## config.mk

```make
export PLATFORM = sky130hd
export DESIGN_NAME = arm_pipelined_conditional_unit
export DESIGN_NICKNAME = d
export VERILOG_FILES = /design/src/rtl/arm_pipelined_conditional_unit.sv
export SDC_FILE = /design/constraint.sdc
export NUM_CORES = 1
export LEC_CHECK = 0
export ABC_AREA = 1
export CORE_AREA = 2 2 72 74
export DETAILED_ROUTE_END_ITERATION = 8
export DIE_AREA = 0 0 74 76
export PLACE_DENSITY = 0.66
export REMOVE_ABC_BUFFERS = 1
export SKIP_LAST_GASP = 1
export SLEW_MARGIN = 10
export SYNTH_ARGS = -nofsm -noshare
export SYNTH_HDL_FRONTEND = slang
export SYNTH_SLANG_ARGS = --single-unit
```

## constraint.sdc

```tcl
create_clock -name i_CLK -period 3.4 [get_ports i_CLK]
set_clock_uncertainty 0.1 [all_clocks]
set_input_delay 1.02 -clock i_CLK [delete_from_list [all_inputs] [get_ports i_CLK]]
set_output_delay 1.02 -clock i_CLK [all_outputs]
set_load 0.005 [all_outputs]
```

## src/rtl/arm_pipelined_conditional_unit.sv

```systemverilog
// Execute-stage conditional unit: holds NZCV, evaluates the condition field, annuls
// failing instructions and registers the surviving controls into the Execute/Memory register.
module arm_pipelined_conditional_unit (
    input  logic        i_CLK,
    input  logic        i_NRESET,
    input  logic        i_Valid,
    input  logic        i_Stall_E,
    input  logic        i_Flush_M,
    input  logic [3:0]  i_Cond,
    input  logic [1:0]  i_FlagWrite,
    input  logic [3:0]  i_ALUFlags,
    input  logic        i_PCSrc,
    input  logic        i_RegWrite,
    input  logic        i_MemWrite,
    input  logic        i_MemToReg,
    input  logic        i_CntClr,
    output logic [3:0]  o_Flags,
    output logic        o_CondEx,
    output logic        o_PCSrc_E,
    output logic        o_PCSrc_M,
    output logic        o_RegWrite_M,
    output logic        o_MemWrite_M,
    output logic        o_MemToReg_M,
    output logic [15:0] o_AnnulCnt
);

    // ARM condition decode against {N,Z,C,V}; code F is reserved and never executes.
    function automatic logic cond_pass(input logic [3:0] cond, input logic [3:0] flags);
        logic n;
        logic z;
        logic c;
        logic v;
        logic r;
        n = flags[3];
        z = flags[2];
        c = flags[1];
        v = flags[0];
        case (cond)
            4'h0:    r = z;
            4'h1:    r = ~z;
            4'h2:    r = c;
            4'h3:    r = ~c;
            4'h4:    r = n;
            4'h5:    r = ~n;
            4'h6:    r = v;
            4'h7:    r = ~v;
            4'h8:    r = c & ~z;
            4'h9:    r = ~c | z;
            4'hA:    r = (n == v);
            4'hB:    r = (n != v);
            4'hC:    r = ~z & (n == v);
            4'hD:    r = z | (n != v);
            4'hE:    r = 1'b1;
            default: r = 1'b0;
        endcase
        return r;
    endfunction

    logic [3:0]  flags_q;
    logic [3:0]  flags_d;
    logic [3:0]  ctrl_m_q;
    logic [3:0]  ctrl_m_d;
    logic [15:0] cnt_q;
    logic [15:0] cnt_d;
    logic        cond_ex_s;
    logic        pcsrc_g_s;
    logic        regwrite_g_s;
    logic        memwrite_g_s;
    logic        commit_s;
    logic        annul_s;

    // Condition result and gated controls for the instruction currently in Execute.
    always_comb begin
        cond_ex_s    = i_Valid & cond_pass(i_Cond, flags_q);
        pcsrc_g_s    = i_PCSrc & cond_ex_s;
        regwrite_g_s = i_RegWrite & cond_ex_s;
        memwrite_g_s = i_MemWrite & cond_ex_s;
        commit_s     = cond_ex_s & ~i_Stall_E;
        annul_s      = i_Valid & ~cond_ex_s & ~i_Stall_E;
    end

    // Next flag value: N,Z and C,V halves load independently, only on an unstalled pass.
    always_comb begin
        flags_d = flags_q;
        if (commit_s && i_FlagWrite[1]) begin
            flags_d[3:2] = i_ALUFlags[3:2];
        end else begin
            flags_d[3:2] = flags_q[3:2];
        end
        if (commit_s && i_FlagWrite[0]) begin
            flags_d[1:0] = i_ALUFlags[1:0];
        end else begin
            flags_d[1:0] = flags_q[1:0];
        end
    end

    // Next Memory-stage controls; a stall or flush delivers a bubble downstream.
    always_comb begin
        ctrl_m_d = 4'b0000;
        if (i_Flush_M || i_Stall_E) begin
            ctrl_m_d = 4'b0000;
        end else begin
            ctrl_m_d = {pcsrc_g_s, regwrite_g_s, memwrite_g_s, i_MemToReg};
        end
    end

    // Next annul count: clear wins, otherwise saturating increment on each annulled slot.
    always_comb begin
        cnt_d = cnt_q;
        if (i_CntClr) begin
            cnt_d = 16'h0000;
        end else if (annul_s && (cnt_q != 16'hFFFF)) begin
            cnt_d = cnt_q + 16'h0001;
        end else begin
            cnt_d = cnt_q;
        end
    end

    // State registers with asynchronous active-low reset.
    always_ff @(posedge i_CLK or negedge i_NRESET) begin
        if (!i_NRESET) begin
            flags_q  <= 4'b0000;
            ctrl_m_q <= 4'b0000;
            cnt_q    <= 16'h0000;
        end else begin
            flags_q  <= flags_d;
            ctrl_m_q <= ctrl_m_d;
            cnt_q    <= cnt_d;
        end
    end

    assign o_Flags      = flags_q;
    assign o_CondEx     = cond_ex_s;
    assign o_PCSrc_E    = pcsrc_g_s;
    assign o_PCSrc_M    = ctrl_m_q[3];
    assign o_RegWrite_M = ctrl_m_q[2];
    assign o_MemWrite_M = ctrl_m_q[1];
    assign o_MemToReg_M = ctrl_m_q[0];
    assign o_AnnulCnt   = cnt_q;

endmodule

```

## Word-level counts from Yosys, hierarchy flattened

Cells that the tools add are included.

| word-level totals | value |
|---|---|
| register bits | 24 |
| input port bits | 20 |
| output and inout bits | 26 |
| logic and storage cells | 49 |

| operators by class | value |
|---|---|
| $add $sub $neg | 1 |
| equality and inequality tests | 17 |
| mux-type cells | 4 |
| bitwise logic cells | 17 |
| reductions and logical operators | 6 |

Operators with widths:

| operator | count |
|---|---|
| 16-bit 2-to-1 mux | 2 |
| 4-bit == test, second input constant | 7 |
| 16-bit by 1-bit adder with 16-bit output, second input constant | 1 |
| 4-bit by 3-bit == test with 1-bit output, second input constant | 4 |
| 16-bit inequality test, second input constant | 1 |
| 1-bit one-hot mux with 15 select lines | 1 |
| 1-bit bitwise AND | 9 |
| 4-bit by 2-bit == test with 1-bit output, second input constant | 2 |
| 1-bit NOT | 6 |
| 4-bit by 1-bit == test with 1-bit output, second input constant | 1 |
| 4-bit logical NOT | 1 |
| 4-bit 2-to-1 mux | 1 |
| 1-bit logical AND | 3 |
| 1-bit bitwise OR | 2 |
| 2-bit nonzero test | 1 |
| 1-bit == test | 1 |
| 1-bit logical OR | 1 |
| 1-bit inequality test | 1 |

## Depth between registers and ports, before layout

Gate-level depths: netlist of run 1.

| depth | value |
|---|---|
| depth in word-level cells | 10 |
| mapped depth | 13 |
| gate-level depth less buffers | 13 |

## Worst setup path before layout of run 1

Ideal clock, no wire load.

| timing | value |
|---|---|
| kind | input -> output |
| start | input port i_Cond[0] |
| end | output port o_PCSrc_E |
| arrival | 1.793 ns |
| required time | 2.280 ns |
| setup slack | 0.487 ns |
| cell stages on the path | 10 |
| path buffers | 0 |
| cells stage by stage | inv_1 -> nor2_1 -> nand2_1 -> nand2_1 -> nand2_1 -> nand3_1 -> nor2_4 -> nand2_4 -> nand2_1 -> nor2_1 |

| on the way | value |
|---|---|
| cells in the longest elaborated chain, start to end | 4 |
| elaborated cells between the ends (all ways) | 18 |
| those cells by class | eq/ne (14); mux (1); bitwise (2); reduce/logical (1) |

Ends and longest elaborated chain:

| element | line | RTL |
|---|---|---|
| start, declared | 9 | `input logic [3:0] i_Cond,` |
| 4-bit == test, or another cell as far along | 38 | `case (cond)` |
| 1-bit one-hot mux with 15 select lines * | 38 |  |
| 1-bit bitwise AND * | 74 | `cond_ex_s = i_Valid & cond_pass(i_Cond, flags_q);` |
| 1-bit bitwise AND * | 75 | `pcsrc_g_s = i_PCSrc & cond_ex_s;` |
| end, declared | 19 | `output logic o_PCSrc_E,` |

Every way passes the cells marked *; elsewhere a longest branch is shown, timed or not.

## Worst setup path after layout of run 1

| timing | value |
|---|---|
| start | input port i_Cond[3] |
| end | output port o_CondEx |

| on the way | value |
|---|---|
| cells in the longest elaborated chain, start to end | 3 |
| elaborated cells between the ends (all ways) | 17 |
| those cells by class | eq/ne (14); mux (1); bitwise (1); reduce/logical (1) |

Ends and longest elaborated chain:

| element | line | RTL |
|---|---|---|
| 4-bit == test, or another cell as far along | 38 |  |
| 1-bit one-hot mux with 15 select lines * | 38 |  |
| 1-bit bitwise AND * | 74 |  |
| end, declared | 18 | `output logic o_CondEx,` |

Marks and branches as above.

==> flow_summary.json, run 1 <==
{
  "required_ns": 2.28,
  "timing.rr.end": "o_AnnulCnt[2]",
  "holdCritStartpoint": "o_Flags[1]",
  "die_h_um": 76,
  "synth-async-reset-ratio": 1.000,
  "grt_antenna_before_repair": 0,
  "worstPathMaxFanout": 5,
  "finalMaxSlewViolations": 0,
  "syn-instance-count": 234,
  "rsz0062_at_grt": "false",
  "numCtsBuffers": 3,
  "crit_slowest_cell": "dlygate4sd2_1",
  "crit_buf_inv": 4,
  "grt_pass1_vias": 1503,
  "path_cells": "buf_4, buf_4, nand2_1, nor2_1, a21oi_2, nand3_2, nor2_4, nand2_4, nand2_4, inv_2, dlygate4sd2_1",
  "cts_max_level": 1,
  "ys_ff_latch": 24,
  "dp_hpwl_um": 2925,
  "reg2regPathDepth": 10,
  "via_count": 1604,
  "fin_ws_ns": 0.1055,
  "fmax_mhz": 303.5,
  "synth_common_cells": "72 x nand2_1, 35 x nand3_1, 30 x inv_1, 24 x dfrtp_1, 24 x nor2_1",
  "synthToLayoutAreaGrowth_pct": 36.89,
  "crit_path_start_kind": "input pin",
  "cts_tree": "done",
  "die_w_um": 74,
  "p_sw_frac": 0.3424,
  "grt_usage": 0.1513,
  "hold_path_class": "reg -> reg",
  "yosysSeqAreaShare": 0.3628,
  "yosys_warnings": 0,
  "routed_via_density": 4.518,
  "yosysTopAreaCell": "dfrtp_1",
  "power_frac_clock": 0.210,
  "ff2ff_setup_slack_ns": 1.38,
  "finalSetupViolations": 0,
  "holdWs_ns": 0.4618,
  "grt_max_degree": 31,
  "drive_gt1_frac": 0.1509,
  "p_sw_uw": 277.0,
  "hold_depth": 2,
  "timing.rr.start": "o_Flags[0]",
  "wire_per_inst_um": 10.98,
  "yosysTopAreaCellShare": 0.3628,
  "crit_path_end_kind": "output port",
  "top_layer": "met4",
  "port_buffers": 45,
  "period_share": 0.9690,
  "drc_errors": 0,
  "path_clk_slew_ns": 0.09,
  "cap_viol_max_count": 0,
  "powerDensity_mw_per_mm2": 357.0,
  "dieArea_mm2": 0.005624,
  "status": "complete, no violations",
  "final_hold_viol_count": 0,
  "cts.sinks": 24,
  "overflow": 0,
  "syn-cell-area_mm2": 0.001655,
  "worst_pin_slew_ns": 0.4779,
  "crit_family": "buffers and inverters",
  "nets": 308,
  "met2RoutedLength_um": 1916,
  "slowest_delay_ns": 0.25,
  "combPwrFrac": 0.359,
  "ys.flop_type": "dfrtp_1",
  "diodes": 0,
  "max_slew_margin": 0.6806,
  "peakVddDrop_uv": 192.7,
  "drt-initial-drc-count": 77,
  "crit_arrival_ns": 2.17,
  "cts_hold_buffers": 0,
  "p_leak_uw": 0.001149,
  "sequentialPowerShare": 0.431,
  "rows": 26,
  "synth.area.top_cells": "dfrtp_1 36%, nand2_1 16%, nand3_1 11%",
  "synth_cell_types": 26,
  "first_pass_iters": 4,
  "hold_end": "o_Flags[1]",
  "yosysMostFrequentCell": "nand2_1",
  "ant_nets": 0,
  "place_congestion": 0.8470,
  "cts_setup_buffers": 0,
  "cts.path.max_buffers": 2,
  "p_int_uw": 531.9,
  "period_minus_slack_ns": 3.294,
  "drt-met1-wl_um": 1823,
  "grt_pass1_wl_um": 6831,
  "syn_avg_cell_area_um2": 7.074,
  "wirelength_um": 3897,
  "dr_wl_met3_um": 92,
  "place_ws_ns": -0.5930,
  "synth_edf_count": 0,
  "initial_utilization": 0.3370,
  "clock_latency_ns": 0.27,
  "core_area_mm2": 0.004912,
  "critPathKind": "in -> out",
  "cts_root_buf": "clkbuf_8",
  "ios": 46
}
[final cells by class]
cell class,count,area (um^2)
Fill cell,511,2646
Multi-Input combinational cell,175,933.4
Sequential cell,24,600.6
Timing Repair Buffer,53,490.5
Inverter,30,112.6
Tap cell,70,87.58
Clock buffer,3,41.29
[flip-flops by register name, summed over array words and instances, names as in the netlist]
| register | cells |
|---|---|
| ctrl_m_q | 4 |
| o_AnnulCnt | 16 |
| o_Flags | 4 |
[metal layers]
layer | vias up | track usage
li1 | 847 | -
met1 | 730 | 0.2082
met2 | 23 | 0.2455
met3 | 4 | 0.01190
met4 | 0 | 0.05455
met5 | - | 0
[repair_timing]
| action | CTS | global route |
|---|---|---|
| endpoints found under the setup margin | 2 | 2 |
| resized for setup | 19 | 8 |
| pin swaps | 6 | 3 |
[worst min-delay path, cell delays in order, from the launching register on]
cell and delay [ns]:
dfrtp_1 0.42, nand2_1 0.07, nand2_1 0.05
[metrics by stage]
stage / utilization / std cells / total power [uW] / cell area (um^2) / TNS (ns)
2_1_floorplan: - / 229 / 495.5 / 1614 / 0
3_5_place_dp: 0.4503 / 352 / 642.9 / 2212 / -1.186
5_1_grt: 0.4613 / 355 / 869.3 / 2266 / 0
4_1_cts: 0.4610 / 355 / 815.2 / 2265 / 0
6_report: 0.4613 / 355 / 808.9 / 2266 / 0
3_3_place_gp: 0.4503 / 352 / 641.6 / 2212 / -1.178
[worst max-delay path by stage]
stage	end	cells after the start	start	slack [ns]
detailed placement	o_CondEx	12	i_Cond[2]	-0.59
CTS	o_CondEx	12	i_Cond[1]	0.02
global route	o_CondEx	12	i_Cond[1]	0.005
finish	o_CondEx	11	i_Cond[3]	0.11
global placement	o_PCSrc_E	12	i_Cond[2]	-0.59
floorplan	o_PCSrc_E	10	i_Cond[0]	0.49
[cells by family after synthesis]
group                      share of synthesized area
and+or+nand+nor                               0.4671
xor gates and xnor gates                     0.05291
adders and majority gates                   0.007557
DFF                                           0.3628
AOI/OAI and AO/OA                            0.01663
buffers and inverters                        0.09297
[power groups by stage]
stage	Sequential (uW)	Clock, uW	Combinational [uW]
6_report	349	170	290
5_1_grt	355	186	328
4_1_cts	349	175	291
3_5_place_dp	355	0	288
3_3_place_gp	355	0	286
2_1_floorplan	349	0	146
[cells in the final DEF (no fill, tap or decap), types with 4 or more instances in the layout]
master / instances
clkdlybuf4s50_1: 39
buf_4: 9
xor2_1: 9
nor2_4: 4
inv_1: 28
nand3_1: 34
nand4_1: 7
dfrtp_1: 24
nand3_2: 10
nand2_1: 69
nand2_2: 4
nor2_1: 22
Power figures use the tool's default switching activity.
==> run 2, diff against run 1 <==
--- a/config.mk
+++ b/config.mk
@@ -7,6 +7,7 @@
 export LEC_CHECK = 0
 export ABC_AREA = 1
 export CORE_AREA = 2 2 72 74
+export CTS_CLUSTER_SIZE = 8
 export DETAILED_ROUTE_END_ITERATION = 8
 export DIE_AREA = 0 0 74 76
 export PLACE_DENSITY = 0.66
==> results of run 2 <==
Same layout as run 1: the final DEF is identical, and so are final timing and power.
